===== src/rtl/dmem_pkg.sv =====
// Shared types and constants for the multi-cycle data-memory responder.
package dmem_pkg;

  localparam int WORD_W = 32;

  typedef enum logic [1:0] {
    IDLE = 2'b00,
    BUSY = 2'b01,
    DONE = 2'b10
  } state_t;

  typedef enum logic {
    OP_RD = 1'b0,
    OP_WR = 1'b1
  } op_t;

endpackage


===== src/rtl/dmem_store.sv =====
// Word-addressed storage: synchronous write, combinational read.
// Contents are deliberately not reset so data survives a core reset.
module dmem_store
  import dmem_pkg::*;
#(
  parameter int DEPTH = 32,
  parameter int AW    = 5
) (
  input  logic              clk_i,
  input  logic              we,
  input  logic [AW-1:0]     idx,
  input  logic [WORD_W-1:0] w_data,
  output logic [WORD_W-1:0] r_data
);

  logic [WORD_W-1:0] mem [DEPTH];

  // Commit a write at the clock edge when enabled.
  always_ff @(posedge clk_i) begin
    if (we) mem[idx] <= w_data;
  end

  // Read is combinational so the responder can register it at the final BUSY edge.
  always_comb r_data = mem[idx];

endmodule


===== src/rtl/data_mem_responder.sv =====
// Multi-cycle responder for the CPU data-memory port. Holds the pipeline
// with stall_o for LATENCY+1 cycles, then pulses ack_o for one cycle.
//
//   state | meaning
//   ------+---------------------------------------------------------------
//   IDLE  | waiting; stall_o follows the live request combinationally
//   BUSY  | access in flight; counter runs down from LATENCY-1 to 0
//   DONE  | ack_o/err_o/r_data_o valid; live request inputs are ignored
module data_mem_responder
  import dmem_pkg::*;
#(
  parameter int DEPTH   = 32,
  parameter int AW      = 5,
  parameter int LATENCY = 3
) (
  input  logic              clk_i,
  input  logic              rst_i,
  input  logic              MemRead_i,
  input  logic              MemWrite_i,
  input  logic [31:0]       addr_i,
  input  logic [WORD_W-1:0] w_data_i,
  output logic [WORD_W-1:0] r_data_o,
  output logic              stall_o,
  output logic              ack_o,
  output logic              err_o
);

  localparam logic [3:0] CNT_INIT = 4'(LATENCY - 1);

  state_t            state;
  logic [3:0]        cnt;
  op_t               op_q;
  logic [AW-1:0]     idx_q;
  logic [WORD_W-1:0] wdata_q;
  logic              mis_q;
  logic [WORD_W-1:0] rd_word;
  logic              req;
  logic              last_busy;
  logic              store_we;
  logic              unused_addr;

  assign req         = MemRead_i | MemWrite_i;
  assign last_busy   = (state == BUSY) && (cnt == 4'd0);
  assign unused_addr = ^addr_i[31:AW+2];

  // A reset landing on the final BUSY edge must still suppress the commit.
  assign store_we = last_busy && (op_q == OP_WR) && !mis_q && !rst_i;

  // Stall is combinational in IDLE so the request cycle itself is held.
  always_comb begin
    stall_o = 1'b0;
    case (state)
      IDLE:    stall_o = req;
      BUSY:    stall_o = 1'b1;
      default: stall_o = 1'b0;
    endcase
  end

  // Sequencing FSM with latency counter, request capture and registered outputs.
  always_ff @(posedge clk_i) begin
    if (rst_i) begin
      state    <= IDLE;
      cnt      <= 4'd0;
      op_q     <= OP_RD;
      idx_q    <= '0;
      wdata_q  <= '0;
      mis_q    <= 1'b0;
      r_data_o <= '0;
      ack_o    <= 1'b0;
      err_o    <= 1'b0;
    end else begin
      ack_o <= 1'b0;
      err_o <= 1'b0;
      case (state)
        IDLE: begin
          if (req) begin
            op_q    <= MemWrite_i ? OP_WR : OP_RD;
            idx_q   <= addr_i[AW+1:2];
            wdata_q <= w_data_i;
            mis_q   <= (addr_i[1:0] != 2'b00);
            cnt     <= CNT_INIT;
            state   <= BUSY;
          end
        end
        BUSY: begin
          if (cnt != 4'd0) begin
            cnt <= cnt - 4'd1;
          end else begin
            if (op_q == OP_RD && !mis_q) r_data_o <= rd_word;
            ack_o <= 1'b1;
            err_o <= mis_q;
            state <= DONE;
          end
        end
        DONE: begin
          state <= IDLE;
        end
        default: begin
          state <= IDLE;
        end
      endcase
    end
  end

  dmem_store #(
    .DEPTH (DEPTH),
    .AW    (AW)
  ) u_store (
    .clk_i  (clk_i),
    .we     (store_we),
    .idx    (idx_q),
    .w_data (wdata_q),
    .r_data (rd_word)
  );

endmodule


===== config.mk =====
export PLATFORM = sky130hd
export DESIGN_NAME = data_mem_responder
export DESIGN_NICKNAME = d
export VERILOG_FILES = /design/src/rtl/dmem_pkg.sv /design/src/rtl/dmem_store.sv /design/src/rtl/data_mem_responder.sv
export SDC_FILE = /design/constraint.sdc
export NUM_CORES = 1
export LEC_CHECK = 0
export CORE_ASPECT_RATIO = 0.75
export CORE_MARGIN = 3
export CORE_UTILIZATION = 61
export DETAILED_ROUTE_END_ITERATION = 16
export PLACE_DENSITY = 0.79
export SETUP_SLACK_MARGIN = 0.15
export SLEW_MARGIN = 20
export SYNTH_ARGS = -nofsm -noshare
export SYNTH_HDL_FRONTEND = slang
export SYNTH_SLANG_ARGS = --single-unit

===== constraint.sdc =====
create_clock -name clk_i -period 5.4 [get_ports clk_i]
set_input_delay 0.81 -clock clk_i [delete_from_list [all_inputs] [get_ports clk_i]]
set_output_delay 0.81 -clock clk_i [all_outputs]
set_load 0.01 [all_outputs]

Word-level counts from Yosys, hierarchy flattened
Memories as Yosys holds them, arrays and structs flattened. A register that Yosys moved wholly into a read port is not among the register bits.
Cells that the tools add are included.
- $add $sub $neg: 1
- equal/unequal tests: 4
- multiplexer cells: 11
- bitwise gates (word level): 4
- reduce and logical (&&, ||, !) cells: 18
- operators by type and width (operator ; count):
    $mux W4 ; 2
    $pmux W4 S2 ; 1
    $reduce_and A3 Y1 ; 2
    $logic_and A1 B1 Y1 ; 5
    $logic_not A4 Y1 ; 1
    $mux W1 ; 4
    $mux W2 ; 2
    $ne A2 B2 Y1 const B ; 2
    $pmux W2 S2 ; 1
    $reduce_and A2 Y1 ; 2
    $reduce_bool A2 Y1 ; 2
    $reduce_bool A4 Y1 ; 1
    $sub A4 B1 Y4 const B ; 1
    $not A1 Y1 ; 3
    $reduce_or A3 Y1 ; 1
    $eq A2 B1 Y1 const B ; 1
    $logic_not A1 Y1 ; 2
    $logic_not A2 Y1 ; 1
    $ne A2 B1 Y1 const B ; 1
    $pmux W1 S2 ; 1
    $reduce_or A2 Y1 ; 1
    $or A1 B1 Y1 ; 1
- register bits after elaboration: 47
- RAM bits: 1024
- bits of input ports: 68
- memories kept: 1
- memories (memory ; words ; width ; rd ports ; clocked after Yosys merged registers in ; write ports ; RTL line ; text):
    u_store.mem ; 32 ; 32 ; 1 ; 1 ; 1 ; dmem_store.sv:16 ; logic [WORD_W-1:0] mem [DEPTH];

Logic depth before layout (Yosys ltp)
- word-level depth: 7
- gate-level depth with buffers: 10
- gate-level depth less buffers: 7

Cells and area by module
A second synthesis with hierarchy kept.
- cells, all modules: 2434
- area, all modules: 42378.1 sq um
- modules (own cells, without submodules) (module ; times used ; cells an instance ; area an instance (sq um) ; sequential area each (sq um)):
    dmem_store ; 1 ; 2075 ; 39101.3 ; 30749.5
    data_mem_responder ; 1 ; 359 ; 3276.9 ; 1581.5

Worst setup path after synthesis
OpenSTA, ideal clock, no wires.
- path kind: register to register
- from: register idx_q[0]
- to: memory u_store.mem[21][0], enable pin
- library setup time: 0.461 ns
- arrival time: 4.097 ns
- required time: 4.939 ns
- path slack: 0.842 ns
- cell stages (with the launch flop): 8
- clock period less this slack: 4.558 ns
- path through: dfxtp_1 buf_2 buf_2 buf_2 buf_2 buf_2 nand4b_1 nor3_1
- RTL lines (item ; RTL line ; text):
    start: declaration ; data_mem_responder.sv:33 ; logic [AW-1:0] idx_q;
    start signal: assignment ; data_mem_responder.sv:78 ; idx_q <= addr_i[AW+1:2];
    end: declaration ; dmem_store.sv:16 ;
No word-level cell before the write port.

Worst setup path in the final report
- from: register cnt[1]
- to: memory u_store.mem[22][8], enable pin
- word-level cells in the longest chain between the ends: 7
- ends and longest elaborated chain (item ; RTL line ; text):
    start: declaration ; data_mem_responder.sv:31 ; logic [3:0] cnt;
    start signal: assignment ; data_mem_responder.sv:87 ; cnt <= cnt - 4'd1;
    $logic_not A4 Y1 ; data_mem_responder.sv:43 ; assign last_busy = (state == BUSY) && (cnt == 4'd0);
    $logic_and A1 B1 Y1 ; data_mem_responder.sv:43 ;
    $logic_and A1 B1 Y1 (3 in series) ; data_mem_responder.sv:47 ; assign store_we = last_busy && (op_q == OP_WR) && !mis_q && !rst_i;
    $mux W1 ; dmem_store.sv:20 ; if (we) mem[idx] <= w_data;
    $mux W1 (implied by the code) ; dmem_store.sv:20 ;
No other way between the ends.

==> run metrics <==
status=finished, final reports clean; number of synthesized flops with an enable pin=1024; CP Launch Type=flop; post-route ant nets=0; grt ovf=0; initial antenna violation count=2; layout cell share with drive strength beyond 1=18.0%; Cells after DPL=3070; number of port buffers=77; reg2reg path depth=8; synthesis warning total=0; core area=67100 um2; hold_sp=cnt[1]; H-tree depth=3; Hold WC Path Type=flop to flop; DIE WIDTH=307 um; net count after synthesis=2231; Reg clk slew, reported paths=70 ps; ANT cells=0; power consumption=between 15000 and 20000 uW; initial core utilization=62.0%; Wirelength per Cell=31.8 um; Netlist cell types=49; Worst Setup End Kind=flop; Crit Path Max Fanout=13; mapped cell area=41600 um2; GPL Wtd Cong=between 0.8 and 0.9; r2r setup slk=between 1000 and 1500 ps; Finished Layout Cells=3254; Slew headroom=around a fifth; Critical Path Sink=u_store.mem[22][8]; area share of the largest cell type after synthesis=74.0%; Sum Neg Setup Slack=0 ps; fin crit share=roughly three quarters; Post-CTS Repair Setup Buffers=0; post-synth top area cell=edfxtp_1; RSZ-0062 raised after global routing=no; Worst setup startpoint=cnt[1]; final setup fails=0; post-layout util=70.1%; FF-to-FF Start=cnt[1]; Peak Freq=249 MHz; first-pass GRT wire length=149 mm; Hold Violations, Final=0; vias in the first global route=between 20000 and 25000; WP data required=5730 ps; Layout area overhead=13.1%; Num CTS Buffers=98; CTS tree=done; Routed Wire Length=104 mm; Final #Nets=2358; die area=between 70000 and 80000 um2; DP Worst Slack=~1400 ps; Iter 0 DRT Violations=3655; fin. max-slew vios=0; hold_buf cts=0; clock sinks=1103; row cnt=82; Least-Margin Pin Slew=around 1200 ps; drt pass-1 iters=6; PwrDens=391 nW/um2; Total GRT Usage=29.3%; CTS max path bufs=3; Clock Tree Root=clkbuf_16; IO Pins=103; Primary FF master, synth=edfxtp_1; filler instances=3983; Residual DRC=0; clk_lat worst skew=670 ps; via count=22200; worst vdd ir=0.000302 V; Synth top cells by count=edfxtp_1, mux2i_1, mux4_2, o22ai_1, nand2_1; FF+latch count, synth=1103; largest cells by area after synthesis=edfxtp_1, mux4_2, mux2i_1, dfxtp_1, o22ai_1; post-synthesis sequential area ratio=77.8%; critical path type=flop to flop; Mapped Cells=~2200; CP max stage cell=nor3_2; Post-synth ARST share=0%; Storage cell area=32400 um2; Worst R2R End=u_store.mem[22][8]; multi-input combinational cell area=8930 um2; pin count of the biggest net entering global routing=138; dpl hpwl=60.1 mm; Post-CTS Resized=0; Critical Path AT=about 4300 ps; clk_skew=26.2 ps; Max Cap Viol=0; final worst path period need=between 4000 and 5000 ps; Vias per Instance=roughly 6.8; crit-path max cell delay=a little under 900 ps; Leak=0.0147 uW; setup ws final=1390 ps; die height=232 um; CP Cell Sequence=inv_1 -> ha_1 -> or3b_4 -> nor3_1 -> and3b_1 -> nand2_1 -> nor3_2 -> buf_4; most frequent cell after synthesis=edfxtp_1; Mean Syn Cell Area=19.2 um2
[cells in the final DEF, fill, tap and decap left out, types with 54 or more instances in the layout]
cell	netlist	layout
clkdlybuf4s50_1	0	76
mux2i_1	259	259
buf_4	3	68
dfxtp_1	79	54
a21oi_1	54	54
o22ai_1	117	117
edfxtp_1	1024	1024
mux4_2	131	131
nand2_1	98	97
clkbuf_16	0	99
[metrics by stage]
stage / hold WS [ps] / cell area, um2
6_report: 490 / 47000
5_1_grt: 527 / 47000
4_1_cts: 488 / 47000
3_5_place_dp: 482 / 43800
3_3_place_gp: 468 / 43800
2_1_floorplan: 445 / 41600
[kinds of logic (layout without fill, tap and decap cells)]
group	count (synthesis)	count (layout)	synth area share [%]
mux	390	390	13.3
xor+xnor	2	2	0.0421
flops	1103	1103	77.8
compound gates	276	276	4.36
fa+ha+maj	2	2	0.0602
buf+inv	127	338	1.35
simple gates	261	261	3.09
[area by class of cell]
type,count,area share [%]
multi-input cells,931,19.0
clock inverters,39,0.894
well taps,882,2.35
flip-flops and latches,1103,68.8
clock buffers,145,5.98
inverters,4,0.0319
repair buffers,150,2.93
[worst min-delay path by stage]
| stage | to | slack [ps] | depth (start not counted) |
|---|---|---|---|
| after floorplan | cnt[1] | 440 | 2 |
| after global placement | cnt[1] | 470 | 2 |
| after detailed placement | cnt[1] | 480 | 2 |
| after CTS | cnt[1] | 490 | 2 |
| after global routing | cnt[1] | 530 | 2 |
| final | cnt[1] | 490 | 2 |
[worst max-delay path, delay by kind of cell (launching register included)]
family | cells | cell delay [ps]
adders and majority gates | 1 | 140
and+or+nand+nor | 5 | 2660
buffers and inverters | 2 | 540
DFF | 1 | 330
[registers in the layout (all words and copies together) (netlist names)]
register,cells
cnt,4
u_store.mem,1024
op_q,1
idx_q,5
err_o,1
wdata_q,32
r_data_o,32
ack_o,1
state,2
mis_q,1
[routing by layer]
metal  vias to the layer above  track usage, %  wire length, um
met2                      1532            44.4            47300
met3                       217            6.65            12500
met1                     11400            43.0            40100
met4                         0            9.92             3490
li1                       9097               -                -
met5                         -               0                0
[where the power goes]
group	switching, uW	internal [uW]
sequential	375	9590
clock	2990	3950
combinational	836	631
No activity file was read; power rests on OpenSTA's default activity.
